--- src/rtl/hazard_unit.sv ---
// Hazard controller for the 5-stage ARM pipeline: E-stage forwarding selects,
// load-use / PC-write / branch stall and flush controls, and perf counters.
module hazard_unit #(
  parameter int unsigned CNT_W = 16
) (
  input  logic             clk,
  input  logic             reset,
  input  logic [3:0]       RA1D,
  input  logic [3:0]       RA2D,
  input  logic [3:0]       WA3D,
  input  logic             RegWriteD,
  input  logic             MemtoRegD,
  input  logic             PCSrcD,
  input  logic             BranchD,
  input  logic             CondExE,
  input  logic             PerfClear,
  output logic [1:0]       ForwardAE,
  output logic [1:0]       ForwardBE,
  output logic             StallF,
  output logic             StallD,
  output logic             FlushD,
  output logic             FlushE,
  output logic             BranchTakenE,
  output logic [CNT_W-1:0] StallCount,
  output logic [CNT_W-1:0] FlushCount
);

  localparam logic [1:0] FwdRf  = 2'b00;
  localparam logic [1:0] FwdW   = 2'b01;
  localparam logic [1:0] FwdM   = 2'b10;
  localparam logic [3:0] RegPc  = 4'hF;

  // D-stage valid flag and the D inputs qualified by it
  logic       valid_d_q, valid_d_d;
  logic [3:0] ra1_dg, ra2_dg, wa3_dg;
  logic       reg_write_dg, mem_to_reg_dg, pc_src_dg, branch_dg;

  // E-stage shadow registers
  logic [3:0] ra1_e_q, ra2_e_q, wa3_e_q;
  logic       reg_write_e_q, mem_to_reg_e_q, pc_src_e_q, branch_e_q;

  // M- and W-stage shadow registers
  logic [3:0] wa3_m_q, wa3_w_q;
  logic       reg_write_m_q, pc_src_m_q;
  logic       reg_write_w_q, pc_src_w_q;

  // Hazard terms
  logic       ldr_stall;
  logic       pc_wr_pending;

  // Performance counters
  logic [CNT_W-1:0] stall_cnt_q, stall_cnt_d;
  logic [CNT_W-1:0] flush_cnt_q, flush_cnt_d;

  always_comb begin
    ra1_dg        = valid_d_q ? RA1D : 4'h0;
    ra2_dg        = valid_d_q ? RA2D : 4'h0;
    wa3_dg        = valid_d_q ? WA3D : 4'h0;
    reg_write_dg  = valid_d_q & RegWriteD;
    mem_to_reg_dg = valid_d_q & MemtoRegD;
    pc_src_dg     = valid_d_q & PCSrcD;
    branch_dg     = valid_d_q & BranchD;
  end

  // Forward select for one E-stage operand; M beats W and R15 is never forwarded.
  function automatic logic [1:0] fwd_sel(input logic [3:0] ra,
                                         input logic       rw_m,
                                         input logic [3:0] wa_m,
                                         input logic       rw_w,
                                         input logic [3:0] wa_w);
    logic [1:0] sel;
    sel = FwdRf;
    if (ra != RegPc) begin
      if (rw_m && (ra == wa_m)) begin
        sel = FwdM;
      end else if (rw_w && (ra == wa_w)) begin
        sel = FwdW;
      end
    end
    return sel;
  endfunction

  always_comb begin
    ForwardAE = fwd_sel(ra1_e_q, reg_write_m_q, wa3_m_q, reg_write_w_q, wa3_w_q);
    ForwardBE = fwd_sel(ra2_e_q, reg_write_m_q, wa3_m_q, reg_write_w_q, wa3_w_q);
  end

  always_comb begin
    ldr_stall     = mem_to_reg_e_q & reg_write_e_q &
                    ((ra1_dg == wa3_e_q) | (ra2_dg == wa3_e_q));
    pc_wr_pending = pc_src_dg | pc_src_e_q | pc_src_m_q;
    BranchTakenE  = branch_e_q & CondExE;
    StallF        = ldr_stall | pc_wr_pending;
    StallD        = ldr_stall;
    FlushD        = pc_wr_pending | pc_src_w_q | BranchTakenE;
    FlushE        = ldr_stall | BranchTakenE;
  end

  // A flush beats a simultaneous stall, so the held D slot becomes a bubble.
  always_comb begin
    if (FlushD) begin
      valid_d_d = 1'b0;
    end else if (StallD) begin
      valid_d_d = valid_d_q;
    end else begin
      valid_d_d = 1'b1;
    end
  end

  always_ff @(posedge clk or negedge reset) begin
    if (!reset) begin
      valid_d_q <= 1'b0;
    end else begin
      valid_d_q <= valid_d_d;
    end
  end

  always_ff @(posedge clk or negedge reset) begin
    if (!reset) begin
      ra1_e_q        <= 4'h0;
      ra2_e_q        <= 4'h0;
      wa3_e_q        <= 4'h0;
      reg_write_e_q  <= 1'b0;
      mem_to_reg_e_q <= 1'b0;
      pc_src_e_q     <= 1'b0;
      branch_e_q     <= 1'b0;
    end else if (FlushE) begin
      ra1_e_q        <= 4'h0;
      ra2_e_q        <= 4'h0;
      wa3_e_q        <= 4'h0;
      reg_write_e_q  <= 1'b0;
      mem_to_reg_e_q <= 1'b0;
      pc_src_e_q     <= 1'b0;
      branch_e_q     <= 1'b0;
    end else begin
      ra1_e_q        <= ra1_dg;
      ra2_e_q        <= ra2_dg;
      wa3_e_q        <= wa3_dg;
      reg_write_e_q  <= reg_write_dg;
      mem_to_reg_e_q <= mem_to_reg_dg;
      pc_src_e_q     <= pc_src_dg;
      branch_e_q     <= branch_dg;
    end
  end

  // E->M and M->W never stall; a failed condition squashes the writes.
  always_ff @(posedge clk or negedge reset) begin
    if (!reset) begin
      reg_write_m_q <= 1'b0;
      pc_src_m_q    <= 1'b0;
      wa3_m_q       <= 4'h0;
      reg_write_w_q <= 1'b0;
      pc_src_w_q    <= 1'b0;
      wa3_w_q       <= 4'h0;
    end else begin
      reg_write_m_q <= reg_write_e_q & CondExE;
      pc_src_m_q    <= pc_src_e_q & CondExE;
      wa3_m_q       <= wa3_e_q;
      reg_write_w_q <= reg_write_m_q;
      pc_src_w_q    <= pc_src_m_q;
      wa3_w_q       <= wa3_m_q;
    end
  end

  always_comb begin
    stall_cnt_d = stall_cnt_q;
    if (PerfClear) begin
      stall_cnt_d = '0;
    end else if (StallD && (stall_cnt_q != '1)) begin
      stall_cnt_d = stall_cnt_q + CNT_W'(1);
    end
  end

  always_comb begin
    flush_cnt_d = flush_cnt_q;
    if (PerfClear) begin
      flush_cnt_d = '0;
    end else if (BranchTakenE && (flush_cnt_q != '1)) begin
      flush_cnt_d = flush_cnt_q + CNT_W'(1);
    end
  end

  always_ff @(posedge clk or negedge reset) begin
    if (!reset) begin
      stall_cnt_q <= '0;
      flush_cnt_q <= '0;
    end else begin
      stall_cnt_q <= stall_cnt_d;
      flush_cnt_q <= flush_cnt_d;
    end
  end

  assign StallCount = stall_cnt_q;
  assign FlushCount = flush_cnt_q;

endmodule

--- config.mk ---
export PLATFORM = sky130hd
export DESIGN_NAME = hazard_unit
export DESIGN_NICKNAME = d
export VERILOG_FILES = /design/src/rtl/hazard_unit.sv
export SDC_FILE = /design/constraint.sdc
export NUM_CORES = 1
export LEC_CHECK = 0
export BUFFER_PORTS_ARGS = -buffer_cell sky130_fd_sc_hd__buf_2
export CORE_ASPECT_RATIO = 1.1
export CORE_MARGIN = 3
export CORE_UTILIZATION = 55
export CTS_BUF_LIST = sky130_fd_sc_hd__clkbuf_8 sky130_fd_sc_hd__clkbuf_16
export DETAILED_ROUTE_END_ITERATION = 7
export PLACE_DENSITY = 0.79
export SETUP_SLACK_MARGIN = 0.4
export SLEW_MARGIN = 25
export SYNTH_ARGS = -nofsm -noshare
export SYNTH_HDL_FRONTEND = slang
export SYNTH_SLANG_ARGS = --single-unit
--- constraint.sdc ---
create_clock -name clk -period 2.6 [get_ports clk]
set_clock_uncertainty 0.05 [all_clocks]
set_input_delay 0.13 -clock clk [delete_from_list [all_inputs] [get_ports clk]]
set_output_delay 0.13 -clock clk [all_outputs]
set_load 0.01 [all_outputs]
# == Word level (Yosys, flattened, before mapping) ==
# Cells that the tools add are included.
# totals
elab_cells,75
out_inout_bits,41
regBits,61
# classes
n_eq_ne,11
n_bitwise,16
n_mux,22
n_reduce_logical,8
n_addsub,2
# op_table
operator,n
2-to-1 mux 16 bit,4
"adder 16 x 1 -> 16 bit, second input constant",2
"inequality test 16 bit, second input constant",2
== test 4 bit,6
2-to-1 mux 4 bit,6
bitwise AND 1 bit,9
2-to-1 mux 1 bit,8
2-to-1 mux 2 bit,4
"inequality test 4 bit, second input constant",2
OR 1 bit,7
logical AND 1 bit,6
nonzero test 2 bit,2
"inequality test 2 x 1 -> 1 bit, second input constant",1

# == Logic depth before layout (Yosys ltp) ==
# logic_depth
ltp_word,7
ltp_mapped,8
mapped_depth_nobuf,7

# == Worst setup path after synthesis ==
# No wires, ideal clock.
# synth_path
path_kind,flip-flop to flip-flop
from,"reg flush_cnt_q[0], in the netlist FlushCount[0]"
to,"reg flush_cnt_q[11], in the netlist FlushCount[11]"
arrival_ps,1693
setup_slack_ps,725
path_stages_with_launch,8
n_path_buf,0
cell_sequence,dfrtp_1 ha_1 and3_1 and4_1 nor3_1 nand4_1 xor2_1 nor2_1
# synth_between
elab_chain_cells,3
# synth_rtl
item,line_no,text
"start, declared",53,"logic [CNT_W-1:0] flush_cnt_q, flush_cnt_d;"
"start signal, assigned",189,flush_cnt_q <= flush_cnt_d;
adder 16 x 1 -> 16 bit or inequality test 16 bit (tied branches),"179, 178",
2-to-1 mux 16 bit or logical AND 1 bit (tied branches),178,end else if (BranchTakenE && (flush_cnt_q != '1)) begin
2-to-1 mux 16 bit or nonzero test 2 bit (tied branches),--,
# Parallel ways exist; a longest one is shown, timed or not. The select of a mux whose other input is x is not followed.
# A chain may end at the register's enable or synchronous reset.

# == Worst setup path after layout ==
# layout_path
from,reg wa3_e_q[0]
to,"reg stall_cnt_q[14], in the netlist StallCount[14]"
# layout_between
elab_chain_cells,5
# layout_rtl
item,line_no,text
"start, declared",39,"logic [3:0] ra1_e_q, ra2_e_q, wa3_e_q;"
"start signal, assigned",138,wa3_e_q <= wa3_dg;
== test 4 bit,90,((ra1_dg == wa3_e_q) | (ra2_dg == wa3_e_q));
OR 1 bit (*),90,
bitwise AND 1 bit (*),89,ldr_stall = mem_to_reg_e_q & reg_write_e_q &
logical AND 1 bit (*),169,end else if (StallD && (stall_cnt_q != '1)) begin
nonzero test 2 bit (no source line) (*),--,
"end signal, assigned",188,stall_cnt_q <= stall_cnt_d;
"end, declared",52,"logic [CNT_W-1:0] stall_cnt_q, stall_cnt_d;"
# Every way passes the cells marked *; elsewhere a longest branch is shown, timed or not.

==> impl_results.md <==
* Status: finished, final reports clean
* Count of cell types in the netlist at 44
* Largest net degree at the start of global routing at 32
* Clock network fraction of total power at a little over a quarter
* Post-Route WL at 7430 um
* Hold Slack at 0.0102 ns
* Router iterations before antenna repair at 4
* RSZ-0062 raised after global routing: yes
* Fmax at 446 MHz
* Grt ovf at 0
* Slew at the pin closest to its max-slew limit at 0.604 ns
* Synth Flop Type: dfrtp_1
* NetSw at 1.01 mW
* Cell Rows at 27
* Min Clock Period, post-route at 2.24 ns
* Max-slew violation count at 0
* # IOs at 61
* Post-Synth Adder-Cell Area at 0.829%
* Area of the multi-input gates at between 1000 and 1500 um^2
* TritonCTS clock tree: done
* Final-report hold violation count at 0
* Die footprint at 6420 um^2
* I/O Buffers at 60
* Simple-gate portion of the synthesized area at 24.8%
* Vias in the first global route at roughly 2500
* Setup_tns at 0 ns
* Wire length per cell at 15.9 um
* Net count, final at 413
* Initial drt markers at 184
* Mux cell area share after synthesis at 0.663%
* Worst setup margin at 0.355 ns
* Post-synth top area share at 50.6%
* Synth area leaders: dfrtp_1, xor2_1, and3_1
* Switch share at 34.7%
* DR vias at 2658
* Seq/Total Area, Yosys at around half
* CP max FO at 9
* Chip width at 76.6 um
* Max IR drop VDD at 650 uV
* H-tree level count at 3
* Synth-to-layout area growth at 28.8%
* CTS sink cnt at just over 60
* Synth cell count leaders: dfrtp_1, nor2_1, nand2_1, xor2_1, and3_1
* # fillers at 357
* Clk Latency, worst-skew pair at 0.34 ns
* Mean post-synth cell area at roughly 10 um^2
* Post-DP HPWL at 4940 um
* Util after Layout at around three quarters
* Post-synth ARST share at 100%
* Core ar. at 5170 um^2
* Leak Pwr at 1.92 nW
* CP required at 2.78 ns
* Final setup fails at 0
* Initial Utilization at 58.4%
* Gate power share at 30.1%
* Largest family of logic cells by synthesized area: simple AND/OR/NAND/NOR gates
* Syn. warnings at 0
* Power share of the sequential group at 43.0%
* Antenna violations before repair at 0
* Pre-CTS setup slack at ~0.28 ns
* Root buf cell: clkbuf_8
* Total GRT Usage at between 20% and 30%
* Diodes inserted at 0
* Compound-Gate Fraction of Synth Area at 11.4%
* Placer Congestion at 0.903
* Post-Syn Area at 3020 um^2
* Die Y at 83.7 um
* Share of layout cells above drive strength 1 at 30.8%
* Count leader, synth: dfrtp_1
* Post-synth EDFFs at 0
* Xor/xnor share of the synthesized area at 9.28%
* DR DRC count at 0
* FF/Latch Area at roughly 1500 um^2
* Crit share post-route at 86.3%
* Int Pwr at 1.90 mW
* CP Capture Type: flip-flop
* Power Dens Cells at 748 nW/um^2
* Synthesized Nets at between 300 and 400
* First-pass GRT wire length at 11900 um
* WP data arrival at around 2.4 ns
* Nature of the critical path startpoint: flip-flop
* CTS Buf Count at 9
* Cell taking the most area after synthesis: dfrtp_1
* Synthesized instance count at approximately 300
* Antenna Nets Post-Route at 0
* Setup CP Type: flip-flop to flip-flop
* HP Class: primary input to flip-flop
* Reg clk slew, reported paths at 0.07 ns
* Yosys reg bits at 61
* Max-cap violations at 0
* Slew margin rel. at between 50% and 60%
* Deepest clock path buffer count at 2
* Routed vias/inst at 5.68
## sequential cells by signal, summed over array words and instances (netlist names)
name and count:
FlushCount 16, StallCount 16, branch_e_q 1, mem_to_reg_e_q 1
pc_src_e_q 1, pc_src_m_q 1, pc_src_w_q 1, ra1_e_q 4
ra2_e_q 4, reg_write_e_q 1, reg_write_m_q 1, reg_write_w_q 1
valid_d_q 1, wa3_e_q 4, wa3_m_q 4, wa3_w_q 4
## metrics by stage
stage	std cells	total power, mW	cell area [um^2]
2_1_floorplan	301	1.69	3020
3_3_place_gp	429	1.85	3410
3_5_place_dp	429	1.89	3410
4_1_cts	458	2.74	3730
5_1_grt	468	3.06	3890
6_report	468	2.91	3890
## power groups by stage
stage | Sequential, mW | Clock [mW] | Combinational, mW
after floorplan | 1.21 | 0 | 0.485
final | 1.25 | 0.782 | 0.875
after CTS | 1.24 | 0.786 | 0.717
after global placement | 1.27 | 0 | 0.583
after detailed placement | 1.28 | 0 | 0.610
after global routing | 1.27 | 0.839 | 0.950
## worst max-delay path: stages, from the launching register on
cell      delay (ns)
dfrtp_1         0.45
and4bb_1        0.31
nand2_1         0.07
a32oi_2         0.34
nor2_4          0.11
buf_8           0.15
or4b_4          0.51
o211a_1         0.14
## area by class of cell
cell class	instances	area share [%]
Sequential cell	61	39.4
Clock buffer	10	3.54
Timing Repair Buffer	89	14.4
Tap cell	72	2.32
Clock inverter	6	1.19
Multi-Input combinational cell	223	38.6
Inverter	7	0.676
## worst paths after layout
kind                                  from        endpoint  slack (ns)  depth (start not counted)
worst max-delay path            wa3_e_q[0]  StallCount[14]        0.36                          7
worst min-delay path             RegWriteD   reg_write_e_q        0.01                          2
worst max register to register  wa3_e_q[0]  StallCount[14]        0.36                          7
worst min register to register  pc_src_m_q      pc_src_w_q        0.35                          0
max in group asynchronous            reset      wa3_e_q[2]        1.71                          3
min in group asynchronous            reset      wa3_e_q[3]        0.15                          2
## cells by family (layout without fill, tap and decap cells)
logic type / Yosys count / count (layout)
multiplexers: 2 / 2
XOR/XNOR: 32 / 32
AND/OR/NAND/NOR: 138 / 138
flip-flops: 61 / 61
buffers and inverters: 17 / 112
adder cells (fa/ha/maj): 2 / 2
AO/OA/AOI/OAI: 49 / 49
## routing by layer
layer	track usage, %	share of wire, %
met1	31.2	43
met2	37.6	50
met3	3.67	4.9
met4	7.91	1.4
met5	0	0
## placed cells by master, fill, tap and decap left out, types with 3 or more instances in the layout
cell type | synthesis | routed
or3_1 | 8 | 7
dfrtp_2 | 0 | 3
and4bb_1 | 4 | 4
a21oi_2 | 0 | 4
and2_1 | 3 | 3
nor3_1 | 7 | 7
o31ai_1 | 4 | 4
nand3_1 | 17 | 17
buf_2 | 3 | 61
nand2_1 | 25 | 25
nand4_1 | 11 | 11
inv_1 | 7 | 7
dfrtp_1 | 61 | 58
nor2_1 | 26 | 25
clkbuf_8 | 0 | 10
dlygate4sd3_1 | 0 | 8
or2_2 | 4 | 3
buf_4 | 2 | 15
xnor2_1 | 9 | 9
buf_6 | 0 | 3
and3_1 | 21 | 21
o21ai_0 | 13 | 11
a21oi_1 | 12 | 8
xor2_1 | 23 | 22
## timing repair
| item | 4_1_cts | 5_1_grt |
|---|---|---|
| pin swaps | 3 | 8 |
| hold buffers | 8 | 0 |
| gates cloned | 0 | 1 |
| setup buffers | 5 | 9 |
| endpoints found under the setup margin | 8 | 9 |
| gates resized for setup | 6 | 23 |
| endpoints found under the hold margin | 19 | 0 |
No activity file was read; power rests on OpenSTA's default activity.
